**config.mk**
```make
export PLATFORM = sky130hd
export DESIGN_NAME = seg_scan_ctrl
export DESIGN_NICKNAME = d
export VERILOG_FILES = /design/src/rtl/seg_scan_ctrl.sv
export SDC_FILE = /design/constraint.sdc
export NUM_CORES = 1
export LEC_CHECK = 0
export BUFFER_PORTS_ARGS = -buffer_cell sky130_fd_sc_hd__buf_2
export CORE_MARGIN = 2
export CORE_UTILIZATION = 49
export DETAILED_ROUTE_END_ITERATION = 12
export GPL_TIMING_DRIVEN = 0
export HOLD_SLACK_MARGIN = 0.08
export PLACE_DENSITY = 0.7
export SYNTH_ARGS = -nofsm -noshare
export SYNTH_HDL_FRONTEND = slang
export SYNTH_SLANG_ARGS = --single-unit
```
**constraint.sdc**
```tcl
create_clock -name clk -period 2.1 [get_ports clk]
set_clock_uncertainty 0.1 [all_clocks]
set_input_delay 0.105 -clock clk [delete_from_list [all_inputs] [get_ports clk]]
set_output_delay 0.105 -clock clk [all_outputs]
set_load 0.02 [all_outputs]
```
**src/rtl/seg_scan_ctrl.sv**
```systemverilog
// seg_scan_ctrl
//   Scan controller for a 4-digit common-anode 7-segment display.
//   A producer hands over a 16-bit hex value plus decimal points on a
//   valid/ready handshake. The value lands in a pending buffer and is
//   promoted to the active (displayed) buffer only at a frame boundary,
//   so a frame never mixes digits from two different values.
//   The four digits are time-multiplexed with a programmable dwell of
//   TICK_CYCLES clocks per digit. Brightness is set by PWM on the anode
//   within each dwell.
//
// Parameters
//   TICK_CYCLES  clk cycles per digit dwell (>= 16)
//
// Ports
//   clk         in   1   system clock, rising edge
//   reset       in   1   asynchronous, active-low reset
//   load_valid  in   1   producer has a new value
//   load_ready  out  1   pending buffer empty
//   load_value  in   16  hex value, [3:0] = digit0 (rightmost)
//   load_dp     in   4   decimal points, 1 = lit, bit i -> digit i
//   blank_lz    in   1   1 = blank leading zeros on digits 3..1
//   bright      in   4   brightness 0..15, sampled every cycle
//   an          out  4   anode enables, active-low
//   digit       out  8   segments, active-low, [7]=dp, [6:0]={g,f,e,d,c,b,a}
//   frame_done  out  1   one-cycle pulse in the frame boundary cycle
//
// state  | meaning
// -------+-----------------------------------------------------------
// IDLE   | just out of reset, display dark, counters held at zero
// SCAN   | multiplexing digits; held until the next reset

module seg_scan_ctrl #(
  parameter int TICK_CYCLES = 50000
) (
  input  logic        clk,
  input  logic        reset,
  input  logic        load_valid,
  output logic        load_ready,
  input  logic [15:0] load_value,
  input  logic [3:0]  load_dp,
  input  logic        blank_lz,
  input  logic [3:0]  bright,
  output logic [3:0]  an,
  output logic [7:0]  digit,
  output logic        frame_done
);

  localparam int SLICE = TICK_CYCLES / 16;
  localparam int CW    = $clog2(TICK_CYCLES);
  localparam logic [CW-1:0] CNT_MAX = CW'(TICK_CYCLES - 1);

  typedef enum logic {
    S_IDLE,
    S_SCAN
  } state_t;

  state_t        state, state_nxt;
  logic [CW-1:0] cnt, cnt_nxt;
  logic [1:0]    idx, idx_nxt;

  logic [15:0]   act_value;
  logic [3:0]    act_dp;
  logic [15:0]   pend_value;
  logic [3:0]    pend_dp;
  logic          pend_full;

  logic          load_accept;
  logic          tick_end;
  logic          anode_on;
  logic [31:0]   on_limit;
  logic [3:0]    cur_nib;
  logic          cur_blank;
  logic          lz3, lz2, lz1;
  logic [3:0]    an_nxt;
  logic [7:0]    digit_nxt;

  function automatic logic [6:0] hex_to_seg(input logic [3:0] h);
    logic [6:0] s;
    case (h)
      4'h0: s = 7'h40;
      4'h1: s = 7'h79;
      4'h2: s = 7'h24;
      4'h3: s = 7'h30;
      4'h4: s = 7'h19;
      4'h5: s = 7'h12;
      4'h6: s = 7'h02;
      4'h7: s = 7'h78;
      4'h8: s = 7'h00;
      4'h9: s = 7'h10;
      4'hA: s = 7'h08;
      4'hB: s = 7'h03;
      4'hC: s = 7'h46;
      4'hD: s = 7'h21;
      4'hE: s = 7'h06;
      default: s = 7'h0E;
    endcase
    return s;
  endfunction

  assign load_ready  = ~pend_full;
  assign load_accept = load_valid & ~pend_full;
  assign tick_end    = (cnt == CNT_MAX);

  // Leading-zero chain: a digit blanks only if it and every higher
  // nibble are zero, so embedded zeros (e.g. 0x0500 digit1) stay lit.
  assign lz3 = (act_value[15:12] == 4'h0);
  assign lz2 = lz3 && (act_value[11:8] == 4'h0);
  assign lz1 = lz2 && (act_value[7:4] == 4'h0);

  // PWM threshold; 32-bit so (bright+1)*SLICE == TICK_CYCLES cannot wrap.
  assign on_limit = (32'(bright) + 32'd1) * 32'(SLICE);
  assign anode_on = (32'(cnt) < on_limit);

  always_comb begin
    cur_nib   = act_value[3:0];
    cur_blank = 1'b0;
    case (idx)
      2'd0: begin
        cur_nib   = act_value[3:0];
        cur_blank = 1'b0;
      end
      2'd1: begin
        cur_nib   = act_value[7:4];
        cur_blank = blank_lz & lz1;
      end
      2'd2: begin
        cur_nib   = act_value[11:8];
        cur_blank = blank_lz & lz2;
      end
      default: begin
        cur_nib   = act_value[15:12];
        cur_blank = blank_lz & lz3;
      end
    endcase
  end

  always_ff @(posedge clk or negedge reset) begin
    if (!reset) begin
      state <= S_IDLE;
    end else begin
      state <= state_nxt;
    end
  end

  always_comb begin
    state_nxt  = state;
    cnt_nxt    = cnt;
    idx_nxt    = idx;
    frame_done = 1'b0;
    an_nxt     = 4'hF;
    digit_nxt  = 8'hFF;
    case (state)
      S_IDLE: begin
        state_nxt = S_SCAN;
        cnt_nxt   = '0;
        idx_nxt   = 2'd0;
      end
      S_SCAN: begin
        state_nxt = S_SCAN;
        if (tick_end) begin
          cnt_nxt    = '0;
          idx_nxt    = idx + 2'd1;
          frame_done = (idx == 2'd3);
        end else begin
          cnt_nxt = cnt + CW'(1);
        end
        an_nxt    = anode_on ? ~(4'b0001 << idx) : 4'hF;
        // Segments stay driven during the PWM off-time; only the anode gates light.
        digit_nxt = {~act_dp[idx], cur_blank ? 7'h7F : hex_to_seg(cur_nib)};
      end
      default: begin
        state_nxt = S_IDLE;
      end
    endcase
  end

  always_ff @(posedge clk or negedge reset) begin
    if (!reset) begin
      cnt   <= '0;
      idx   <= 2'd0;
      an    <= 4'hF;
      digit <= 8'hFF;
    end else begin
      cnt   <= cnt_nxt;
      idx   <= idx_nxt;
      an    <= an_nxt;
      digit <= digit_nxt;
    end
  end

  // Pending buffer takes new values; the active buffer is only rewritten
  // in the boundary cycle. An accept and a promotion never coincide
  // because accept requires the pending buffer to be empty.
  always_ff @(posedge clk or negedge reset) begin
    if (!reset) begin
      pend_value <= 16'h0000;
      pend_dp    <= 4'h0;
      pend_full  <= 1'b0;
      act_value  <= 16'h0000;
      act_dp     <= 4'h0;
    end else begin
      if (load_accept) begin
        pend_value <= load_value;
        pend_dp    <= load_dp;
        pend_full  <= 1'b1;
      end else if (frame_done) begin
        pend_full <= 1'b0;
      end
      if (frame_done && pend_full) begin
        act_value <= pend_value;
        act_dp    <= pend_dp;
      end
    end
  end

endmodule

```
==> results by group <==
Timing
  • Measured slew at the worst slew-check pin: 882 ps
  • Hold Fails Final Rpt: 0
  • Final setup violation count: 33
  • Final period util: 189%
  • Fin crit period: 3960 ps
  • Highest clock rate: 252 MHz
  • Max Slew Vio Count: 0
  • Setup ws final: -1860 ps
  • Slew headroom: 41.2%
  • Setup repair after global routing missed its margin: yes

Worst setup path
  • Top cell by count, worst path: ha_4
  • Crit path DAT: 4110 ps
  • Worst Setup Start Kind: input port
  • Slowest cell on crit path: ha_1
  • Max stage delay on crit path: 350 ps
  • Crit path cell chain: buf_12 > ha_4 > and3_4 > ha_4 > xnor2_4 > ha_4 > a21o_1 > ha_4 > ha_4 > nand4b_1 > a21oi_2 > o21ai_2 > a2111oi_2 > nor3_1 > ha_1 > a2111oi_4 > o21ai_1 > and2_1 > o211ai_1 > buf_4 > o311ai_1
  • Crit path required time: 2250 ps
  • Crit-path leading delay family: compound AO/OA/AOI/OAI gates
  • CP endpoint kind: flip-flop
  • CP bufs+invs: 2
  • Critical path class: input port to flip-flop
  • Crit path max fanout: 5

Route
  • Drt pass-1 iters: 5
  • Vias post-DR: 3615
  • Initial drt markers: 228
  • Drc violations: 0
  • DRT Wirelength: 11400 um
  • Vias per inst: 5.54
  • Routed WL per cell: 17.4 um
  • Antenna Nets Post-Route: 0

Global route
  • GRT Util Overall: 23.3%
  • Pin count of the biggest net entering global routing: 73
  • First-pass GRT wire length: 18300 um
  • Initial antenna violation count: 0
  • Overflow after GRT: 0
  • Vias in the first global route: 3763

Run
  • Max Cap Violations: 0

Clocking
  • Cts bufs inserted: 9
  • CTS tree: yes
  • Clock slew at reported path FFs: 80 ps
  • Clk Latency, worst-skew pair: 360 ps
  • CTS root buffer: clkbuf_8
  • Clock Path Buffers: 2
  • Sinks on Clock Net: 72
  • Clock H-tree levels: 3

Synthesis
  • Post-Syn Nets: 504
  • EDFF count, synth: 0
  • Mean area per synthesized cell: 11.1 um^2
  • Dominant synthesized flop cell: dfrtp_1
  • YS warnings: 0
  • Ys async rst share: 100%
  • Post-Synthesis Cells: 416
  • Register area share after synthesis: 39.4%
  • Yosys reg bits: 72
  • Cell Area, Synth: 4610 um^2
  • Synth unique cells: 54

Place
  • Pre-CTS setup slack: -2680 ps
  • GP Congestion: 0.818
  • IO Port Bufs: 41
  • Placed Instances: 568
  • HPWL after DPL: 6920 um

Pwr
  • Part of the power in registers: 40.0%
  • Clock Power Share: 33.9%
  • Static Leak: 2.91 nW
  • Gate power share: 26.1%
  • Sw frac: 30.1%
  • Total Power: 3.74 mW
  • Worst vdd ir: 0.000521 V
  • Cell Int Power: 2.61 mW
  • Psw: 1.13 mW
  • P per Cell Area: 581 nW/um^2

Cells and area
  • # diodes: 0
  • Nets: 625
  • Synth-to-layout area growth: 39.7%
  • Non-Filler Instances: 653
  • Share of layout cells above drive strength 1: 44.1%
  • Fill cells: 617

Run status
  • Status: finished with violations
  • Failing checks: setup timing

Die
  • Die area: 10200 um^2
  • I/O pin total: 42
  • Die W: 101 um
  • Core ar.: 9200 um^2
  • Row count: 35
  • Initial Util: 50.1%
  • Chip Height: 101 um

Worst hold path
  • Hold Path Class: input port to flip-flop
-- path summary, 6_finish.rpt --
check | start | slack, ps | cells past startpoint | end
max in group asynchronous | reset | 950 | 2 | cnt[0]$_DFF_PN0_
worst min-delay path | blank_lz | 130 | 3 | digit[3]$_DFF_PN1_
worst max-delay path | bright[0] | -1860 | 21 | an[0]$_DFF_PN1_
worst max register to register | idx[0]$_DFFE_PN0P_ | -410 | 9 | digit[3]$_DFF_PN1_
min in group asynchronous | reset | 310 | 2 | act_value[13]$_DFFE_PN0P_
worst min register to register | cnt[0]$_DFF_PN0_ | 380 | 1 | cnt[0]$_DFF_PN0_
-- power groups by stage --
stage | sequential [mW] | clock [mW] | combinational [mW]
after floorplan | 1.52 | 0 | 0.583
after global placement | 1.51 | 0 | 0.756
after detailed placement | 1.52 | 0 | 0.796
after CTS | 1.49 | 1.28 | 0.945
after global routing | 1.50 | 1.35 | 1.09
final | 1.50 | 1.27 | 0.975
-- placed cells by master, fill, tap and decap left out, types with 5 or more instances in the layout --
master / count
o21ai_0: 8
ha_1: 34
dfrtp_2: 6
mux2_2: 21
clkbuf_8: 9
a21oi_1: 10
nand2_1: 20
xnor2_1: 15
buf_4: 42
dlygate4sd3_1: 22
nand3_1: 8
dfstp_2: 12
nor2_1: 32
a21oi_2: 5
buf_2: 37
xor2_1: 10
ha_4: 23
inv_1: 23
nor3_1: 9
mux2_4: 23
dfrtp_1: 54
inv_2: 5
buf_6: 7
-- cells by family after synthesis --
logic type | Yosys count | share of synthesized area (%)
and+or+nand+nor | 102 | 11.4
DFF | 72 | 39.4
AOI/OAI and AO/OA | 64 | 9.67
adders and majority gates | 60 | 16.5
muxes | 51 | 14.1
buffers and inverters | 37 | 3.34
xor gates and xnor gates | 29 | 5.51
other | 1 | 0.0814
-- synthesized netlist by cell type, drive strengths merged (6+ instances only) --
master  count  area, um^2
dfrtp      60        1500
a21oi      15        75.1
nor2       32         120
mux2       44         567
mux2i       6        60.1
xor2       11        96.3
nand3      10        50.1
dfstp      12         315
ha         59         738
inv        30         113
nand2      22        85.1
xnor2      18         158
nor3       10        50.1
o21ai      11        55.1
-- worst reg2reg max path: stages, from the launching register on --
cell      delay [ps]
dfrtp_2          430
inv_4             60
ha_4             170
a222oi_1         690
mux2i_4          250
inv_2            150
ha_4             190
mux2i_1           80
mux2_4           270
nand2_2           60
-- per-layer routing --
| metal | share of wire, % | global-route usage (%) | vias to the layer above |
|---|---|---|---|
| met5 | 0 | 0 | - |
| met4 | 1.1 | 7.80 | 0 |
| met3 | 3.1 | 4.65 | 10 |
| met2 | 51 | 38.9 | 69 |
| met1 | 45 | 30.4 | 1785 |
| li1 | - | - | 1751 |
-- stage by stage --
step                instance area [um^2]  utilization, %  setup TNS, ps  hold WS [ps]
finish                              6440            70.0         -14060           128
global placement                    5100            55.5         -19200           225
global route                        6440            70.0         -16960           114
floorplan                           4760               -         -11410          -291
detailed placement                  5110            55.5         -21150           191
CTS                                 6280            68.3         -11260           148
-- repair_timing --
item,CTS,global route
setup buffers,39,10
hold buffers,22,0
gates resized for setup,80,25
setup endpoints to repair,43,43
gates cloned,2,1
endpoints found under the hold margin,81,0
pin swaps,29,18
-- state kept, by name (all words and copies together), names as in the netlist --
name	flops
state	1
digit	8
cnt	16
pend_dp	4
pend_full	1
pend_value	16
act_value	16
act_dp	4
idx	2
an	4
-- area by class of cell --
| cell class | instances | area (um^2) | area share (%) |
|---|---|---|---|
| Multi-Input combinational cell | 307 | 3190 | 49.5 |
| Sequential cell | 72 | 1820 | 28.3 |
| Timing Repair Buffer | 112 | 886 | 13.8 |
| Tap cell | 111 | 139 | 2.16 |
| Clock buffer | 9 | 124 | 1.92 |
| Inverter | 30 | 119 | 1.85 |
| Clock inverter | 7 | 103 | 1.59 |
| Buffer | 5 | 55.1 | 0.855 |
Power figures use the tool's default switching activity.
